[config.mk]
export PLATFORM = sky130hd
export DESIGN_NAME = noc_flit_rx_deserializer_flat
export DESIGN_NICKNAME = d
export VERILOG_FILES = /design/src/rtl/noc_link_pkg.sv /design/src/rtl/noc_flit_rx_deserializer_if.sv /design/src/rtl/noc_flit_rx_deserializer_fifo.sv /design/src/rtl/noc_flit_rx_deserializer.sv /design/src/flat_wrapper.sv
export SDC_FILE = /design/constraint.sdc
export NUM_CORES = 1
export LEC_CHECK = 0
export BUFFER_PORTS_ARGS = -buffer_cell sky130_fd_sc_hd__buf_2
export CORE_MARGIN = 4
export CORE_UTILIZATION = 60
export CTS_BUF_LIST = sky130_fd_sc_hd__clkbuf_4
export CTS_CLUSTER_DIAMETER = 150
export DETAILED_ROUTE_END_ITERATION = 16
export PLACE_DENSITY = 0.79
export SLEW_MARGIN = 20
export SYNTH_ARGS = -nofsm -noshare
export SYNTH_HDL_FRONTEND = slang
export SYNTH_HIERARCHICAL = 1
export SYNTH_SLANG_ARGS = --single-unit
[constraint.sdc]
create_clock -name clk_noc -period 4.15 [get_ports clk_noc]
set_input_delay 0.2075 -clock clk_noc [delete_from_list [all_inputs] [get_ports clk_noc]]
set_output_delay 0.2075 -clock clk_noc [all_outputs]
set_load 0.03 [all_outputs]
[src/rtl/noc_link_pkg.sv]
// rtl/noc_link_pkg.sv - shared types for the NoC credit-link endpoints
package noc_link_pkg;

   localparam int TDATA_W = 32;
   localparam int TDEST_W = 4;
   localparam int TID_W   = 2;
   localparam int DEST_W  = TDEST_W + TID_W;

   typedef enum logic {
      ASSEMBLE = 1'b0,
      HOLD     = 1'b1
   } rx_state_e;

   typedef struct packed {
      logic [TDATA_W-1:0] data;
      logic [DEST_W-1:0]  dest;
      logic               is_tail;
   } flit_entry_t;

   typedef struct packed {
      logic [TID_W-1:0]   tid;
      logic [TDEST_W-1:0] tdest;
   } dest_split_t;

   // Flit destinations travel packed as {tid, tdest}.
   function automatic dest_split_t split_dest(input logic [DEST_W-1:0] dest);
      dest_split_t s;
      s.tid   = dest[DEST_W-1:TDEST_W];
      s.tdest = dest[TDEST_W-1:0];
      return s;
   endfunction

endpackage

[src/rtl/noc_flit_rx_deserializer_if.sv]
// rtl/noc_flit_rx_deserializer_if.sv - flit link input and AXIS output bundle
interface noc_flit_rx_deserializer_if #(
   parameter int TDATA_WIDTH          = 32,
   parameter int TDEST_WIDTH          = 4,
   parameter int TID_WIDTH            = 2,
   parameter int SERIALIZATION_FACTOR = 1
);
   localparam int FLIT_WIDTH = TDATA_WIDTH / SERIALIZATION_FACTOR;
   localparam int DEST_WIDTH = TDEST_WIDTH + TID_WIDTH;

   logic                   send_in;
   logic [FLIT_WIDTH-1:0]  data_in;
   logic [DEST_WIDTH-1:0]  dest_in;
   logic                   is_tail_in;
   logic                   credit_out;
   logic                   axis_out_tvalid;
   logic                   axis_out_tready;
   logic [TDATA_WIDTH-1:0] axis_out_tdata;
   logic                   axis_out_tlast;
   logic [TID_WIDTH-1:0]   axis_out_tid;
   logic [TDEST_WIDTH-1:0] axis_out_tdest;

   modport master (
      output send_in, data_in, dest_in, is_tail_in, axis_out_tready,
      input  credit_out, axis_out_tvalid, axis_out_tdata, axis_out_tlast,
             axis_out_tid, axis_out_tdest
   );

   modport slave (
      input  send_in, data_in, dest_in, is_tail_in, axis_out_tready,
      output credit_out, axis_out_tvalid, axis_out_tdata, axis_out_tlast,
             axis_out_tid, axis_out_tdest
   );

endinterface

[src/rtl/noc_flit_rx_deserializer_fifo.sv]
// rtl/noc_flit_rx_deserializer_fifo.sv - noc_flit_fifo: synchronous FIFO with count, full and empty
module noc_flit_fifo #(
   parameter int WIDTH = 8,
   parameter int DEPTH = 4,
   localparam int AW   = $clog2(DEPTH)
) (
   input  logic             clk_i,
   input  logic             rst_ni,
   input  logic             wr_en_i,
   input  logic [WIDTH-1:0] wr_data_i,
   input  logic             rd_en_i,
   output logic [WIDTH-1:0] rd_data_o,
   output logic [AW:0]      count_o,
   output logic             full_o,
   output logic             empty_o
);
   logic [WIDTH-1:0] mem_q [DEPTH];
   logic [AW-1:0]    wr_ptr_q, rd_ptr_q;
   logic [AW:0]      count_q;
   logic             wr_ok, rd_ok;

   assign empty_o   = (count_q == '0);
   assign full_o    = (count_q == (AW+1)'(DEPTH));
   assign count_o   = count_q;
   assign rd_data_o = mem_q[rd_ptr_q];
   assign rd_ok     = rd_en_i && !empty_o;
   // A write into a full FIFO only lands when a read frees the slot in the same cycle.
   assign wr_ok     = wr_en_i && (!full_o || rd_ok);

   always_ff @(posedge clk_i) begin
      if (wr_ok) mem_q[wr_ptr_q] <= wr_data_i;
   end

   always_ff @(posedge clk_i or negedge rst_ni) begin
      if (!rst_ni) begin
         wr_ptr_q <= '0;
         rd_ptr_q <= '0;
         count_q  <= '0;
      end else begin
         if (wr_ok) wr_ptr_q <= wr_ptr_q + 1'b1;
         if (rd_ok) rd_ptr_q <= rd_ptr_q + 1'b1;
         if (wr_ok && !rd_ok)      count_q <= count_q + 1'b1;
         else if (!wr_ok && rd_ok) count_q <= count_q - 1'b1;
      end
   end

endmodule

[src/rtl/noc_flit_rx_deserializer.sv]
// rtl/noc_flit_rx_deserializer.sv - credit-link flit receiver reassembling flits into AXIS beats
// Optional sticky overflow flag and occupancy checks under NOC_RX_OVERFLOW_CHECK_EN.
module noc_flit_rx_deserializer
   import noc_link_pkg::*;
#(
   parameter int TDATA_WIDTH          = 32,
   parameter int TDEST_WIDTH          = 4,
   parameter int TID_WIDTH            = 2,
   parameter int SERIALIZATION_FACTOR = 1,
   parameter int FLIT_BUFFER_DEPTH    = 4
) (
   input  logic                        clk_noc,
   input  logic                        rst_n,
   noc_flit_rx_deserializer_if.slave   link,
   output logic                        overflow_err
);
   localparam int FLIT_WIDTH = TDATA_WIDTH / SERIALIZATION_FACTOR;
   localparam int DEST_WIDTH = TDEST_WIDTH + TID_WIDTH;
   localparam int CNT_W      = (SERIALIZATION_FACTOR > 1) ? $clog2(SERIALIZATION_FACTOR) : 1;
   localparam int OCC_W      = $clog2(FLIT_BUFFER_DEPTH) + 1;
   localparam logic [CNT_W-1:0] LAST_SLOT = CNT_W'(SERIALIZATION_FACTOR - 1);

   typedef struct packed {
      logic [FLIT_WIDTH-1:0] data;
      logic [DEST_WIDTH-1:0] dest;
      logic                  is_tail;
   } entry_t;

   entry_t                 wr_entry, rd_entry;
   logic                   fifo_empty, fifo_full, pop;
   logic [OCC_W-1:0]       fifo_count;
   rx_state_e              state_q;
   logic [CNT_W-1:0]       cnt_q;
   logic [TDATA_WIDTH-1:0] asm_q, word_d, tdata_q;
   logic [DEST_WIDTH-1:0]  asm_dest_q, dest_d, out_dest_q;
   logic                   hold_tail_q, tvalid_q, tlast_q, credit_q;
   logic                   accept, out_free, word_done;

   assign wr_entry = '{data: link.data_in, dest: link.dest_in, is_tail: link.is_tail_in};

   noc_flit_fifo #(
      .WIDTH ($bits(entry_t)),
      .DEPTH (FLIT_BUFFER_DEPTH)
   ) u_fifo (
      .clk_i     (clk_noc),
      .rst_ni    (rst_n),
      .wr_en_i   (link.send_in),
      .wr_data_i (wr_entry),
      .rd_en_i   (pop),
      .rd_data_o (rd_entry),
      .count_o   (fifo_count),
      .full_o    (fifo_full),
      .empty_o   (fifo_empty)
   );

   assign pop       = !fifo_empty && (state_q == ASSEMBLE);
   assign accept    = tvalid_q && link.axis_out_tready;
   assign out_free  = !tvalid_q || accept;
   assign word_done = pop && ((cnt_q == LAST_SLOT) || rd_entry.is_tail);

   // Starting each word from zero leaves the unfilled upper slices of a short packet clear.
   always_comb begin
      word_d = (cnt_q == '0) ? '0 : asm_q;
      word_d[int'(cnt_q)*FLIT_WIDTH +: FLIT_WIDTH] = rd_entry.data;
      dest_d = (cnt_q == '0) ? rd_entry.dest : asm_dest_q;
   end

   always_ff @(posedge clk_noc or negedge rst_n) begin
      if (!rst_n) begin
         state_q     <= ASSEMBLE;
         cnt_q       <= '0;
         asm_q       <= '0;
         asm_dest_q  <= '0;
         hold_tail_q <= 1'b0;
         tvalid_q    <= 1'b0;
         tdata_q     <= '0;
         out_dest_q  <= '0;
         tlast_q     <= 1'b0;
         credit_q    <= 1'b0;
      end else begin
         credit_q <= pop;
         if (accept) tvalid_q <= 1'b0;
         if (state_q == ASSEMBLE) begin
            if (pop && !word_done) begin
               asm_q      <= word_d;
               asm_dest_q <= dest_d;
               cnt_q      <= cnt_q + 1'b1;
            end else if (word_done && out_free) begin
               tvalid_q   <= 1'b1;
               tdata_q    <= word_d;
               out_dest_q <= dest_d;
               tlast_q    <= rd_entry.is_tail;
               cnt_q      <= '0;
            end else if (word_done) begin
               asm_q       <= word_d;
               asm_dest_q  <= dest_d;
               hold_tail_q <= rd_entry.is_tail;
               cnt_q       <= '0;
               state_q     <= HOLD;
            end
         end else if (accept) begin
            tvalid_q   <= 1'b1;
            tdata_q    <= asm_q;
            out_dest_q <= asm_dest_q;
            tlast_q    <= hold_tail_q;
            state_q    <= ASSEMBLE;
         end
      end
   end

   assign link.credit_out      = credit_q;
   assign link.axis_out_tvalid = tvalid_q;
   assign link.axis_out_tdata  = tdata_q;
   assign link.axis_out_tlast  = tlast_q;

   // The shared helper only fits the package's default widths; other widths slice directly.
   if (TDEST_WIDTH == TDEST_W && TID_WIDTH == TID_W) begin : g_pkg_split
      dest_split_t split;
      assign split               = split_dest(out_dest_q);
      assign link.axis_out_tid   = split.tid;
      assign link.axis_out_tdest = split.tdest;
   end else begin : g_slice_split
      assign link.axis_out_tid   = out_dest_q[DEST_WIDTH-1:TDEST_WIDTH];
      assign link.axis_out_tdest = out_dest_q[TDEST_WIDTH-1:0];
   end

`ifdef NOC_RX_OVERFLOW_CHECK_EN
   logic ovf_q;
   always_ff @(posedge clk_noc or negedge rst_n) begin
      if (!rst_n) ovf_q <= 1'b0;
      else if (link.send_in && fifo_full && !pop) ovf_q <= 1'b1;
   end
   assign overflow_err = ovf_q;
`ifndef SYNTHESIS
   always_ff @(posedge clk_noc) begin
      if (rst_n) begin
         assert (!(link.send_in && fifo_full && !pop))
            else $error("noc_flit_rx_deserializer: flit written to a full buffer");
         assert (fifo_count <= OCC_W'(FLIT_BUFFER_DEPTH))
            else $error("noc_flit_rx_deserializer: occupancy above credit count");
      end
   end
`endif
`else
   logic unused_count;
   assign unused_count = ^fifo_count;
   assign overflow_err = 1'b0;
`endif

endmodule

[src/flat_wrapper.sv]
// flat-port wrapper written by rule: the top's interface ports become plain ports
module noc_flit_rx_deserializer_flat import noc_link_pkg::*;
#(
   parameter int TDATA_WIDTH          = 32,
   parameter int TDEST_WIDTH          = 4,
   parameter int TID_WIDTH            = 2,
   parameter int SERIALIZATION_FACTOR = 1,
   parameter int FLIT_BUFFER_DEPTH    = 4
)
  (clk_noc, rst_n, overflow_err, link_send_in, link_data_in, link_dest_in, link_is_tail_in, link_axis_out_tready, link_credit_out, link_axis_out_tvalid, link_axis_out_tdata, link_axis_out_tlast, link_axis_out_tid, link_axis_out_tdest);
  noc_flit_rx_deserializer_if #(.TDATA_WIDTH(TDATA_WIDTH), .TDEST_WIDTH(TDEST_WIDTH), .TID_WIDTH(TID_WIDTH), .SERIALIZATION_FACTOR(SERIALIZATION_FACTOR)) link_i ();
  input  logic clk_noc;
  input  logic rst_n;
  output logic overflow_err;
  input wire logic [$bits(link_i.send_in)-1:0] link_send_in;
  input wire logic [$bits(link_i.data_in)-1:0] link_data_in;
  input wire logic [$bits(link_i.dest_in)-1:0] link_dest_in;
  input wire logic [$bits(link_i.is_tail_in)-1:0] link_is_tail_in;
  input wire logic [$bits(link_i.axis_out_tready)-1:0] link_axis_out_tready;
  output wire logic [$bits(link_i.credit_out)-1:0] link_credit_out;
  output wire logic [$bits(link_i.axis_out_tvalid)-1:0] link_axis_out_tvalid;
  output wire logic [$bits(link_i.axis_out_tdata)-1:0] link_axis_out_tdata;
  output wire logic [$bits(link_i.axis_out_tlast)-1:0] link_axis_out_tlast;
  output wire logic [$bits(link_i.axis_out_tid)-1:0] link_axis_out_tid;
  output wire logic [$bits(link_i.axis_out_tdest)-1:0] link_axis_out_tdest;
  assign link_i.send_in = link_send_in;
  assign link_i.data_in = link_data_in;
  assign link_i.dest_in = link_dest_in;
  assign link_i.is_tail_in = link_is_tail_in;
  assign link_i.axis_out_tready = link_axis_out_tready;
  assign link_credit_out = link_i.credit_out;
  assign link_axis_out_tvalid = link_i.axis_out_tvalid;
  assign link_axis_out_tdata = link_i.axis_out_tdata;
  assign link_axis_out_tlast = link_i.axis_out_tlast;
  assign link_axis_out_tid = link_i.axis_out_tid;
  assign link_axis_out_tdest = link_i.axis_out_tdest;
  noc_flit_rx_deserializer #(.TDATA_WIDTH(TDATA_WIDTH), .TDEST_WIDTH(TDEST_WIDTH), .TID_WIDTH(TID_WIDTH), .SERIALIZATION_FACTOR(SERIALIZATION_FACTOR), .FLIT_BUFFER_DEPTH(FLIT_BUFFER_DEPTH)) u_core (.clk_noc(clk_noc), .rst_n(rst_n), .link(link_i), .overflow_err(overflow_err));
endmodule
==> results of run 1 <==
==> layout by cell type (no fill, tap or decap), types with 2 or more instances in the layout <==
master,n
dfrtp_1,87
edfxtp_1,156
nand2b_1,2
dlygate4sd3_1,42
mux2_2,106
mux2_4,10
xnor2_1,4
inv_1,8
nand2_1,2
clkbuf_4,85
buf_2,82
a21oi_1,2
buf_4,9
clkinv_1,20
ha_1,5
xor2_1,2
clkinv_2,3
and2_2,3
mux4_2,38
o21ai_0,4
nor2_1,2
==> final cells by class <==
cell class	count	area, µm²	share of cell area (%)
Sequential cell	245	6920	60.6
Inverter	8	30.0	0.263
Clock inverter	24	93.8	0.822
Multi-Input combinational cell	195	2570	22.5
Tap cell	216	270	2.37
Timing Repair Buffer	133	898	7.87
Clock buffer	85	638	5.59
==> power by group through the flow <==
stage          Clock, mW  Sequential (mW)  Combinational, mW
2_1_floorplan          0             4.11               2.26
3_3_place_gp           0             3.73               3.17
3_5_place_dp           0             3.80               3.29
4_1_cts             1.91             3.75               3.34
5_1_grt             2.06             3.83               3.55
6_report            1.84             3.75               3.29
==> routing by layer <==
layer  GRT usage, %  vias up  routed length, µm
met5              0        -                  0
met4           7.05        0                315
met3           5.09       35                894
met2           34.6      137               9150
met1           25.4     2513               7040
li1               -     2205                  -
==> cells by family after synthesis <==
logic type / synth area share, %
flip-flops: 71.0
other: 0.0385
AND/OR/NAND/NOR: 1.27
adder cells (fa/ha/maj): 0.849
buffers and inverters: 2.64
AO/OA/AOI/OAI: 0.617
XOR/XNOR: 0.540
multiplexers: 23.0
==> state kept, by name (all words and copies together), names as in the netlist <==
register                     count
u_core/cnt_q                     1
u_core/link.axis_out_tdata      32
u_core/asm_dest_q                6
u_core/g_pkg_split.split         6
u_core/u_fifo/wr_ptr_q           2
u_core/link.credit_out           1
u_core/state_q                   1
u_core/hold_tail_q               1
u_core/asm_q                    32
u_core/u_fifo/mem_q            156
u_core/link.axis_out_tlast       1
u_core/u_fifo/rd_ptr_q           2
u_core/u_fifo/count_o            3
u_core/link.axis_out_tvalid      1
==> worst paths after layout <==
kind | slack (ns) | from | endpoint | cells past startpoint
min | 0.15 | rst_n | u_core/g_pkg_split.split[2] | 2
max reg2reg | 1.43 | u_core/u_fifo/count_o[0] | u_core/u_fifo/mem_q[0][27] | 5
min in group clk_noc | 0.31 | link_data_in[30] | u_core/u_fifo/mem_q[1][37] | 2
max in group asynchronous | 3.05 | rst_n | u_core/asm_q[17] | 3
min reg2reg | 0.50 | u_core/link.axis_out_tdata[3] | u_core/link.axis_out_tdata[3] | 1
max | 1.43 | u_core/u_fifo/count_o[0] | u_core/u_fifo/mem_q[0][27] | 5
==> what timing repair did <==
item,CTS,global route
hold endpoints to repair,215,0
hold buffers,42,0
buffers inserted,0,0
==> worst max-delay path, stage by stage (launching register included) <==
cell	delay [ns]
dfrtp_1	0.48
nor3_1	0.19
nor2_1	0.31
inv_1	0.10
a21boi_2	0.30
and2_2	0.92
==> per-stage QoR <==
stage                     area [µm²]  utilization (%)  power [mW]  hold slack, ns
after floorplan                 9730                -        6.37         -0.0881
after global placement         10300             64.6        6.90           0.312
after detailed placement       10300             64.6        7.09           0.319
after CTS                      11400             71.9        9.00           0.129
after global routing           11400             71.9        9.43           0.155
final                          11400             71.9        8.87           0.151
==> results_dict.tcl, run 1 <==
set metrics [dict create \
    syn_nets 520 \
    yosysMostFrequentCell "edfxtp_1" \
    ir_drop_uv 400 \
    synthTopCellsByCount "156 x edfxtp_1, 106 x mux2_2, 89 x dfrtp_1" \
    max_slew_margin_pct 28.6 \
    placedCellCount 755 \
    ys_types 33 \
    slew_viol_final 0 \
    power_density_nw_per_um2 777 \
    tritoncts.num_buffers 58 \
    pre_cts_slack_ns 1.41 \
    grt_usage_pct 20.2 \
    wirelength_um 17400 \
    hold_violations 0 \
    sw_frac_of_total_pct 32.7 \
    setup_slack_ns 1.43 \
    ant_nets 0 \
    vias 4890 \
    timing_worst_slew_pin_value_ns 1.07 \
    syn_avg_cell_area_um2 20.7 \
    yosysWarnings 6 \
    grt_max_degree 57 \
    path_max_fanout 39 \
    yosysSeqAreaShare_pct 71.0 \
    comb_power_share_pct 37.1 \
    drtIter0Drc 180 \
    grt_pass1_vias 5480 \
    num_antenna_cells 0 \
    internal_power_mw 5.97 \
    rsz0062_at_grt "no" \
    portBuffers 83 \
    maxCapViolCount 0 \
    die_h_um 135 \
    synth-async-reset-ratio_pct 36.3 \
    cts_tree "done" \
    dieArea_um2 18300 \
    required_ns 4.39 \
    clock_latency_ns 0.65 \
    drtPass1Iterations 4 \
    nets 690 \
    grt_pass1_wl_um 28300 \
    cts_resized 0 \
    fmax_mhz 368 \
    drc 0 \
    dp_hpwl_um 10300 \
    cts.clk_slew.worst_paths_ns 0.07 \
    synthCells 471 \
    end_kind "flop" \
    post-route-min-period_ns 2.72 \
    seq_power_share_pct 42.2 \
    syn2layout_area_growth_pct 17.4 \
    viasPerCell 5.40 \
    core-area_um2 15900 \
    p_switching_mw 2.90 \
    netlist.area_leader.share_pct 48.2 \
    fin_cells 906 \
    die_w_um 135 \
    ctsHtreeMaxLevel 2 \
    ys_ff_latch 245 \
    initial_utilization_pct 61.2 \
    antenna_found_initial 0 \
    wl_per_cell_um 19.2 \
    yosys.area.top_type "edfxtp_1" \
    synth_ff_type "edfxtp_1" \
    setup_violations 0 \
    grt.overflow.total 0 \
    leakage_nw 4.39 \
    min_path_type "primary input to asynchronous set/reset pin" \
    rows 46 \
    cts_root_buffer "clkbuf_4" \
    synth_top_cells_by_area "edfxtp_1 48%, dfrtp_1 23%, mux2_2 12%, mux4_2 8.8%, mux2_4 1.5%" \
    critPathArrivalTime_ns 2.96 \
    start_kind "flop" \
    syn_area_um2 9730 \
    cts_sinks 245 \
    drive_gt1_share_pct 50.1 \
    setup_tns_ns 0 \
    clkPwrFrac_pct 20.7 \
    period_share_pct 65.5 \
    status "finished, final reports clean" \
    fin_skew_ns 0.0346 \
    place.gp.congestion 0.707 \
    criticalPathCategory "flop to flop" \
    nFillCells 1019 \
    clockBufferDepth 3 \
    io_pins 85 \
    synth-edff-count 156 \
]
Note: power is estimated with default switching activity, not from simulation.
==> run 2, diff against run 1 <==
Settings changed: ABC_AREA set to 1.
Clock period 4.15 ns to 2.75 ns, I/O delays scaled along.
==> results_dict.tcl, run 2 <==
set metrics [dict create \
    layout_common_cells "335 x nand2_1, 156 x edfxtp_1, 120 x nor2_1" \
    internal_power_mw 8.50 \
    syn_avg_cell_area_um2 9.60 \
    p_switching_mw 6.01 \
    crit_top_cell "nand2_1" \
    slew_viol_final 0 \
    status "finished, final reports clean" \
    start_kind "flop" \
    initial_utilization_pct 61.7 \
    leakage_nw 5.73 \
    drtPass1Iterations 5 \
    fin_cells 1527 \
    max_slew_margin_pct 54.2 \
    yosysWarnings 6 \
    r2r_cells 15 \
    place.gp.congestion 0.829 \
    met1_usage_pct 32.7 \
    min_path_type "primary input to asynchronous set/reset pin" \
    vias 8018 \
    criticalPathCategory "flop to flop" \
    grt_usage_pct 23.3 \
    comb_power_share_pct 41.5 \
    syn_area_um2 10700 \
    largest_reg_flops 156 \
    cpMaxStageDelayCell "dfrtp_1" \
    ctsHtreeMaxLevel 2 \
    endpoint "u_core/u_fifo/count_o[2]" \
    path_buf_inv 4 \
    rsz0062_at_grt "no" \
    placedCellCount 1384 \
    drc 0 \
    pre_cts_slack_ns 0.466 \
    rows 48 \
    busiest_layer "met2" \
    cts_sinks 245 \
    critPathArrivalTime_ns 2.90 \
    timing.rr.start "u_core/u_fifo/count_o[0]" \
    total_power_mw 14.5 \
    hold_violations 0 \
    ir_drop_uv 647 \
    cts_tree "done" \
    drive_gt1_share_pct 16.2 \
    rrSetupSlack_ns 0.40 \
    fin_util_pct 71.7 \
    regMostFlops "u_core/u_fifo/mem_q" \
    dieArea_um2 20100 \
    post-route-min-period_ns 2.35 \
    drtIter0Drc 631 \
    setup_slack_ns 0.403 \
    clkPwrFrac_pct 20.1 \
    end_kind "flop" \
    dp_hpwl_um 13500 \
    power_density_nw_per_um2 1160 \
    post-cts-setup-buffers 0 \
    cts.clk_slew.worst_paths_ns 0.07 \
    nets 1311 \
    fmax_mhz 426 \
    nFillCells 1312 \
    critPathMaxStageDelay_ns 0.42 \
    grt_max_degree 54 \
    die_h_um 142 \
    grt.overflow.total 0 \
    holdWs_ns 0.0404 \
    clockBufferDepth 3 \
    cts_resized 0 \
    tritoncts.num_buffers 59 \
    final_area_um2 12500 \
    critical_path_depth 15 \
    antenna_found_initial 3 \
    grtUsageMet2_pct 37.0 \
    syn_nets 1168 \
    clock_latency_ns 0.69 \
    gr-usage-met3_pct 4.68 \
    viasPerCell 5.25 \
    portBuffers 83 \
    fin_skew_ns 0.0452 \
    maxCapViolCount 0 \
    grt_pass1_wl_um 37700 \
    timing_worst_slew_pin_value_ns 0.686 \
    setup_violations 0 \
    sw_frac_of_total_pct 41.4 \
    wl_per_cell_um 15.2 \
    crit_chain "nor2_1, nand2_1, inv_1, nor2_8, inv_1, nand3_1, nand2_1, inv_1, ha_1, inv_1, fa_1, nand2_1, nand3_1, nand2_1, nand2_1" \
    die_w_um 142 \
    required_ns 3.30 \
    synthCells 1119 \
    syn2layout_area_growth_pct 16.2 \
    ant_nets 0 \
    crit_family "simple AND/OR/NAND/NOR gates" \
    io_pins 85 \
    period_share_pct 85.4 \
    path_max_fanout 9 \
    r2r_end "u_core/u_fifo/count_o[2]" \
    crit_start "u_core/u_fifo/count_o[0]" \
    seq_power_share_pct 38.4 \
    setup_tns_ns 0 \
    core-area_um2 17400 \
    wirelength_um 23200 \
    cts_root_buffer "clkbuf_4" \
    final_common_cell "nand2_1" \
    grt_pass1_vias 7562 \
    place_area_um2 11300 \
]
==> run 2: changes by cell type in the layout (fill, tap and decap cells not counted), moves of 6 or more <==
cell / change
inv_1: +84
mux2_4: -10
o21ai_1: +62
clkbuf_4: +6
o21ai_0: +92
buf_12: +6
mux4_2: -38
clkinv_1: -16
buf_4: +6
mux2_2: -106
nand2_1: +333
nor2_1: +118
nand3_1: +83
==> run 2: layout make-up <==
cell class                      count  area, µm²  area share (%)
Sequential cell                   245       6910            55.3
Clock inverter                      7       57.6           0.461
Timing Repair Buffer              145       1060            8.52
Tap cell                          225        282            2.25
Multi-Input combinational cell    716       3120            25.0
Antenna cell                        3       7.51          0.0601
Inverter                           95        359            2.88
Clock buffer                       91        683            5.47
==> run 2: worst register-to-register path: cells and delay by family, from the launching register on <==
kind | cells | cell delay (ns)
fa+ha+maj | 2 | 0.54
buf+inv | 4 | 0.33
flops | 1 | 0.42
simple gates | 9 | 0.97
==> run 2: per-layer routing <==
| layer | vias up | share of wire, % |
|---|---|---|
| met5 | - | 0 |
| met4 | 0 | 1.4 |
| met3 | 26 | 7.2 |
| met2 | 284 | 48 |
| met1 | 3738 | 44 |
| li1 | 3970 | - |
==> run 2: worst min path at each step <==
stage	from	to	slack, ns
after floorplan	rst_n	u_core/asm_dest_q[0]	-0.16
after global placement	rst_n	u_core/link.axis_out_tlast	0.21
after detailed placement	rst_n	u_core/link.axis_out_tdata[31]	0.21
after CTS	rst_n	u_core/asm_q[26]	0.01
after global routing	rst_n	u_core/g_pkg_split.split[0]	0.07
final	rst_n	u_core/link.axis_out_tdata[1]	0.04
==> run 2: timing repair <==
item,CTS,global route
hold buffers,42,0
hold endpoints to repair,255,0
setup endpoints to repair,0,0
==> run 2: power groups by stage <==
stage                     clock network, mW  logic, mW  registers (mW)
after floorplan                           0       3.94            6.08
after global placement                    0       5.78            5.59
after detailed placement                  0       5.92            5.64
after CTS                              2.98       6.00            5.57
after global routing                   3.18       6.76            5.69
final                                  2.91       6.02            5.58
